===== src/rtl/data_mem_arbiter.sv =====
// data_mem_arbiter
//   Shares the single-port DataMemory between two requesters. Port 0 is the
//   decode-stage operand read. Port 1 is the writeback-stage store/load. The
//   winning request is latched in IDLE. A four-state FSM then sequences the
//   memory strobes and returns a one-cycle done pulse to the owner. For reads
//   the pulse carries the captured read data.
//
//   Build option: MEM_ARB_RR_EN
//     defined   -> round-robin. On a tie the port that did not win last time
//                  wins. After reset port 0 wins first.
//     undefined -> fixed priority. Port 1 wins every tie.
//
//   Handshake: a requester raises reqN with wrN/addrN/modeN/wdataN stable. It
//   holds reqN until it samples doneN high, and drops reqN on that same edge.
//   A reqN still high when the FSM is back in IDLE counts as a new request.
//
//   Ports
//     clk, reset            clock and synchronous active-high reset
//     req0/1, wr0/1         request and direction (1 = write)
//     addr0/1, mode0/1      access address and mode
//     wdata0/1              write data
//     done0/1, rdata0/1     completion pulse and read data (0 for writes)
//     rd_mem, wr_mem        memory strobes, high only in ISSUE
//     address, mode_mem,    latched access fields; they hold their values
//     write_data_mem          outside ISSUE
//     mem_data              memory read data, valid the cycle after rd_mem
//     busy                  high in any state except IDLE
//     owner                 port of the transaction in flight (last winner)
//     dbg_state             current FSM state (IDLE=0 ISSUE=1 CAPTURE=2 DONE=3)
module data_mem_arbiter #(
  parameter int DATA_W = 16,
  parameter int ADDR_W = 16
) (
  input  logic              clk,
  input  logic              reset,
  input  logic              req0,
  input  logic              req1,
  input  logic              wr0,
  input  logic              wr1,
  input  logic [ADDR_W-1:0] addr0,
  input  logic [ADDR_W-1:0] addr1,
  input  logic              mode0,
  input  logic              mode1,
  input  logic [DATA_W-1:0] wdata0,
  input  logic [DATA_W-1:0] wdata1,
  output logic              done0,
  output logic              done1,
  output logic [DATA_W-1:0] rdata0,
  output logic [DATA_W-1:0] rdata1,
  output logic              rd_mem,
  output logic              wr_mem,
  output logic [ADDR_W-1:0] address,
  output logic              mode_mem,
  output logic [DATA_W-1:0] write_data_mem,
  input  logic [DATA_W-1:0] mem_data,
  output logic              busy,
  output logic              owner,
  output logic [1:0]        dbg_state
);

  typedef enum logic [1:0] {
    IDLE    = 2'd0,
    ISSUE   = 2'd1,
    CAPTURE = 2'd2,
    DONE    = 2'd3
  } state_t;

  state_t              r_state;
  logic                r_wr;
  logic [ADDR_W-1:0]   r_addr;
  logic                r_mode;
  logic [DATA_W-1:0]   r_wdata;
  logic                r_owner;
  logic                r_rd_mem;
  logic                r_wr_mem;
  logic                r_done0;
  logic                r_done1;
  logic [DATA_W-1:0]   r_rdata0;
  logic [DATA_W-1:0]   r_rdata1;
  logic                r_busy;

  logic                w_win;
  logic                w_sel_wr;
  logic [ADDR_W-1:0]   w_sel_addr;
  logic                w_sel_mode;
  logic [DATA_W-1:0]   w_sel_wdata;

  // Winner selection. This logic only feeds registers, so there is no
  // combinational path from any req to any output.
  always_comb begin
    w_win = req1;
`ifdef MEM_ARB_RR_EN
    if (req0 && req1) begin
      w_win = ~r_owner;
    end
`endif
    w_sel_wr    = w_win ? wr1    : wr0;
    w_sel_addr  = w_win ? addr1  : addr0;
    w_sel_mode  = w_win ? mode1  : mode0;
    w_sel_wdata = w_win ? wdata1 : wdata0;
  end

  always_ff @(posedge clk) begin
    if (reset) begin
      r_state  <= IDLE;
      r_wr     <= 1'b0;
      r_addr   <= '0;
      r_mode   <= 1'b0;
      r_wdata  <= '0;
      r_owner  <= 1'b1;
      r_rd_mem <= 1'b0;
      r_wr_mem <= 1'b0;
      r_done0  <= 1'b0;
      r_done1  <= 1'b0;
      r_rdata0 <= '0;
      r_rdata1 <= '0;
      r_busy   <= 1'b0;
    end else begin
      // Strobes and completion outputs are pulses. Each is raised only on
      // the transition into the state that owns it.
      r_rd_mem <= 1'b0;
      r_wr_mem <= 1'b0;
      r_done0  <= 1'b0;
      r_done1  <= 1'b0;
      r_rdata0 <= '0;
      r_rdata1 <= '0;
      case (r_state)
        IDLE: begin
          if (req0 || req1) begin
            r_wr     <= w_sel_wr;
            r_addr   <= w_sel_addr;
            r_mode   <= w_sel_mode;
            r_wdata  <= w_sel_wdata;
            r_owner  <= w_win;
            r_rd_mem <= ~w_sel_wr;
            r_wr_mem <= w_sel_wr;
            r_busy   <= 1'b1;
            r_state  <= ISSUE;
          end
        end
        ISSUE: begin
          if (r_wr) begin
            r_done0 <= ~r_owner;
            r_done1 <= r_owner;
            r_state <= DONE;
          end else begin
            r_state <= CAPTURE;
          end
        end
        CAPTURE: begin
          // mem_data is valid in this cycle because rd_mem was high last cycle.
          r_done0 <= ~r_owner;
          r_done1 <= r_owner;
          if (r_owner) begin
            r_rdata1 <= mem_data;
          end else begin
            r_rdata0 <= mem_data;
          end
          r_state <= DONE;
        end
        DONE: begin
          r_busy  <= 1'b0;
          r_state <= IDLE;
        end
        default: begin
          r_busy  <= 1'b0;
          r_state <= IDLE;
        end
      endcase
    end
  end

  assign done0          = r_done0;
  assign done1          = r_done1;
  assign rdata0         = r_rdata0;
  assign rdata1         = r_rdata1;
  assign rd_mem         = r_rd_mem;
  assign wr_mem         = r_wr_mem;
  assign address        = r_addr;
  assign mode_mem       = r_mode;
  assign write_data_mem = r_wdata;
  assign busy           = r_busy;
  assign owner          = r_owner;
  assign dbg_state      = r_state;

endmodule


===== config.mk =====
export PLATFORM = sky130hd
export DESIGN_NAME = data_mem_arbiter
export DESIGN_NICKNAME = d
export VERILOG_FILES = /design/src/rtl/data_mem_arbiter.sv
export SDC_FILE = /design/constraint.sdc
export NUM_CORES = 1
export LEC_CHECK = 0
export CORE_ASPECT_RATIO = 0.5
export CORE_MARGIN = 1
export CORE_UTILIZATION = 40
export DETAILED_ROUTE_END_ITERATION = 16
export PLACE_DENSITY_LB_ADDON = 0.15
export SLEW_MARGIN = 5
export SYNTH_ARGS = -nofsm -noshare
export SYNTH_HDL_FRONTEND = slang
export SYNTH_SLANG_ARGS = --single-unit

===== constraint.sdc =====
create_clock -name clk -period 4.1 [get_ports clk]
set_input_delay 0.615 -clock clk [delete_from_list [all_inputs] [get_ports clk]]
set_output_delay 0.615 -clock clk [all_outputs]
set_load 0.01 [all_outputs]

After elaboration in Yosys (flattened, before gate mapping)
Cells that the tools add are included.

Input bits: 88. Bits in registers: 74. Word-level logic and storage cells: 43.

Reductions and logical operators: 8. Eq/ne operators: 4. Bitwise gates (word level): 5. Mux-type cells: 13.

Operators by type and width (number): $mux 16 (2); $reduce_or 3->1 (3); $pmux 2 s4 (1); $mux 1 (6); $pmux 1 s2 (3); $not 1->1 (5); $eq 2x2->1 const B (2); $reduce_and 2->1 (2); $eq 2x1->1 const B (1); $logic_not 2->1 (1); $mux 2 (1); $ne 2x2->1 const B (1); $reduce_bool 2->1 (1); $logic_or 1x1->1 (1).

Depth between registers and ports, before layout
Depth after elaboration: 3. Mapped depth: 7. Mapped depth without buffers: 5.

Worst setup path after synthesis
No wires, ideal clock.

Path kind: in2reg. Start: input port req1. End: register r_addr[11], in the netlist address[11]. Stages: 6. Required time: 3955 ps. Slack: 2615 ps. Arrival: 1340 ps. Buffers on the path: 3. Path through: buf_6 -> o21a_1 -> buf_6 -> buf_6 -> nor2_1 -> a211oi_2.

Word-level cells in the longest chain between the ends: 2. Elaborated cells between the ends (all ways): 3. Those cells by class: 1 x mux; 2 x reduce/logical.

RTL lines: start: declaration (line 37) `input logic req1,`; $logic_or 1x1->1 (line 129) `if (req0 || req1) begin`; $reduce_and 2->1 (no line); end signal: assignment (line 131) `r_addr <= w_sel_addr;`; end: declaration (line 70) `logic [ADDR_W-1:0] r_addr;`.

Parallel ways exist; a longest one is shown, timed or not. A chain may end at the register's enable or synchronous reset.

Final worst setup path
Start: input port req0. End: register r_wdata[11], in the netlist write_data_mem[11].

Word-level cells in the longest chain between the ends: 2.

RTL lines: start: declaration (line 36) `input logic req0,`; $logic_or 1x1->1 (line 129); $reduce_and 2->1 (no line); end signal: assignment (line 133) `r_wdata <= w_sel_wdata;`; end: declaration (line 72) `logic [DATA_W-1:0] r_wdata;`.

No other way between the ends.

==> impl_metrics.ini <==
[run_status]
outcome = finished, final reports clean

[critical_path]
worst-r2r-cell-count = 6
worst-setup-path-type = primary input to flip-flop
critPathArrivalTime_ps = 2600
worstSetupEndpointType = flip-flop
rrSetupSlack_ps = 1760
worstPathRequired_ps = 4340
worstSetupStartpointType = primary input
critPathMaxFanout = 40
rr_endpoint = write_data_mem[11]
r2r-start = dbg_state[0]

[timing]
setup-tns-final_ps = 0
fin_ws_ps = 1740
fin_skew_ps = 4.28
max_freq_mhz = 424
finalHoldViolations = 0
setup_viol = 0
drv_slew = 0
fin_crit_sh_pct = 57.6
period_minus_slack_ps = 2360
relSlewSlack_pct = 45.2
rsz0062_at_grt = false
worstMarginPinSlew_ps = 819

[synthesis]
syn_area_per_cell_um2 = 11.7
synth_area_leaders = dfxtp_1 50%, a211oi_2 15%, mux2i_1 12%
syn_inst = 253
syn-cell-area_um2 = 2960
synth_top_area_share_pct = 50.0
synth_cell_types = 26
synth_fp_nets = 347
synth_top_cell_by_area = dfxtp_1
ys_warn_count = 0
ys_ff_latch = 74
ys_seq_area_share_pct = 50.0

[clock_network]
postCtsSetupBuffers = 0
path_clk_slew_ps = 50
cts-htree-levels = 3
cts_buffers = 9
cts_hold_buf = 0
clock_path_buffers = 2
cts_sinks = 74
cts_resized = 0
clk_latency_ps = 320
cts-root-buf = clkbuf_16
cts_tree = built

[floorplanning]
die_x_um = 124
fp.dieH_um = 62.8
initial_core_util_pct = 42.9
std_cell_rows = 21
dieArea_um2 = 7770
core_um2 = 6910
io-pin-count = 161

[global_route]
antenna_found_initial = 0
grt_pass1_vias = 2421
grt_pass1_wl_mm = 11.0
globalRouteOverflowTotal = 0
grt_max_degree = 43
track_usage_pct = 18.7

[place]
io_buffers = 160
dp.final_hpwl_mm = 5.30
dp_cells = 489
gp_congestion = 0.690
place_ws_ps = 1410

[pwr]
p_per_area_nw_per_um2 = 602
total_power_mw = 2.94
p_leak_nw = 1.92
ir_drop_mv = 0.310

[cells_and_area]
final_cells = 505
nNetsFinal = 502
area_growth_pct = 64.7
drive_above_1_share_pct = 14.5
final_common_cell = clkdlybuf4s50_1
num_antenna_cells = 0
mostFrequentLayoutCells = 158 x clkdlybuf4s50_1, 74 x dfxtp_1, 36 x nor2_1
n_fill_cell = 497

[route]
dr.pass1.iters = 4
antenna_left = 0
drc = 0
vias_per_cell = 4.70
drt-total-wl_mm = 7.10
wl_per_cell_um = 14.1
drt_iter0_drc = 62
vias = 2374

[run]
max_cap_violations = 0

[hold_path]
holdPathStages = 2
hold_path_class = flip-flop to flip-flop
hold_end = write_data_mem[12]
hp-start = write_data_mem[12]
[power by group]
part           internal (mW)  total (mW)  switching, mW  leakage [nW]
Clock                  0.581       0.857          0.277         0.165
Combinational          0.574        1.10          0.522          1.15
Sequential             0.892       0.985         0.0930         0.607
[cell usage after synthesis]
| cell type | number |
|---|---|
| nand2_1 | 1 |
| nor3b_1 | 1 |
| buf_2 | 2 |
| a221o_1 | 1 |
| buf_4 | 1 |
| clkbuf_4 | 2 |
| a211oi_2 | 35 |
| nor2_1 | 36 |
| nor4b_1 | 1 |
| mux2i_1 | 35 |
| inv_1 | 2 |
| o21ai_0 | 1 |
| and3b_1 | 2 |
| nor4bb_1 | 1 |
| clkbuf_1 | 4 |
| buf_1 | 1 |
| buf_6 | 9 |
| o21a_1 | 1 |
| dfxtp_1 | 74 |
| and2_1 | 32 |
| nor3b_2 | 1 |
| or3b_4 | 1 |
| a211oi_1 | 1 |
| a221oi_2 | 1 |
| ha_1 | 6 |
| a21oi_1 | 1 |
[stage by stage]
stage               utilization [%]  cell area (um2)  hold WS (ps)
CTS                            70.6             4880           531
finish                         70.6             4880           527
global placement               65.7             4540           515
floorplan                         -             2960           522
global route                   70.6             4880           548
detailed placement             65.7             4540           524
[worst max-delay path, cell delays in order]
cell and delay, ps:
clkdlybuf4s50_1 510, o21a_2 590, buf_4 540, nor2_1 110, a211oi_2 220
[worst max-delay path by stage]
stage                             from                  to  slack (ps)
final                             req0  write_data_mem[11]        1740
after CTS                 dbg_state[0]  write_data_mem[11]        1740
after floorplan                   req1         address[11]        2620
after global placement            req0          address[1]        1530
after global routing      dbg_state[0]   write_data_mem[9]        1530
after detailed placement          req0  write_data_mem[11]        1410
[kinds of logic (layout without fill, tap and decap cells)]
logic type               Yosys count  count (layout)  share of synthesized area (%)
AND/OR/NAND/NOR                   76              76                           13.7
buffers and inverters             21             181                           5.41
multiplexers                      35              35                           11.8
flip-flops                        74              74                           50.0
adder cells (fa/ha/maj)            6               6                           2.53
AO/OA/AOI/OAI                     41              41                           16.5
[state kept, by name (all words and copies together), names as in the netlist, 2 cells and up]
| name | flops |
|---|---|
| write_data_mem | 16 |
| dbg_state | 2 |
| rdata1 | 16 |
| address | 16 |
| rdata0 | 16 |
[layout make-up]
| type | instances | area, um2 | share of cell area, % |
|---|---|---|---|
| Sequential cell | 74 | 1480 | 30.4 |
| Inverter | 2 | 7.51 | 0.154 |
| Clock inverter | 4 | 72.6 | 1.49 |
| Tap cell | 92 | 115 | 2.36 |
| Multi-Input combinational cell | 158 | 1320 | 27.1 |
| Clock buffer | 12 | 267 | 5.46 |
| Timing Repair Buffer | 163 | 1610 | 33.1 |
[per-layer routing]
layer,GRT usage (%),part of all wire (%),vias up
met1,19.7,42,1091
met5,0,0,-
met3,8.03,9.9,7
met2,33.2,48,86
met4,5.87,1.1,0
li1,-,-,1190
Power figures use the tool's default switching activity.
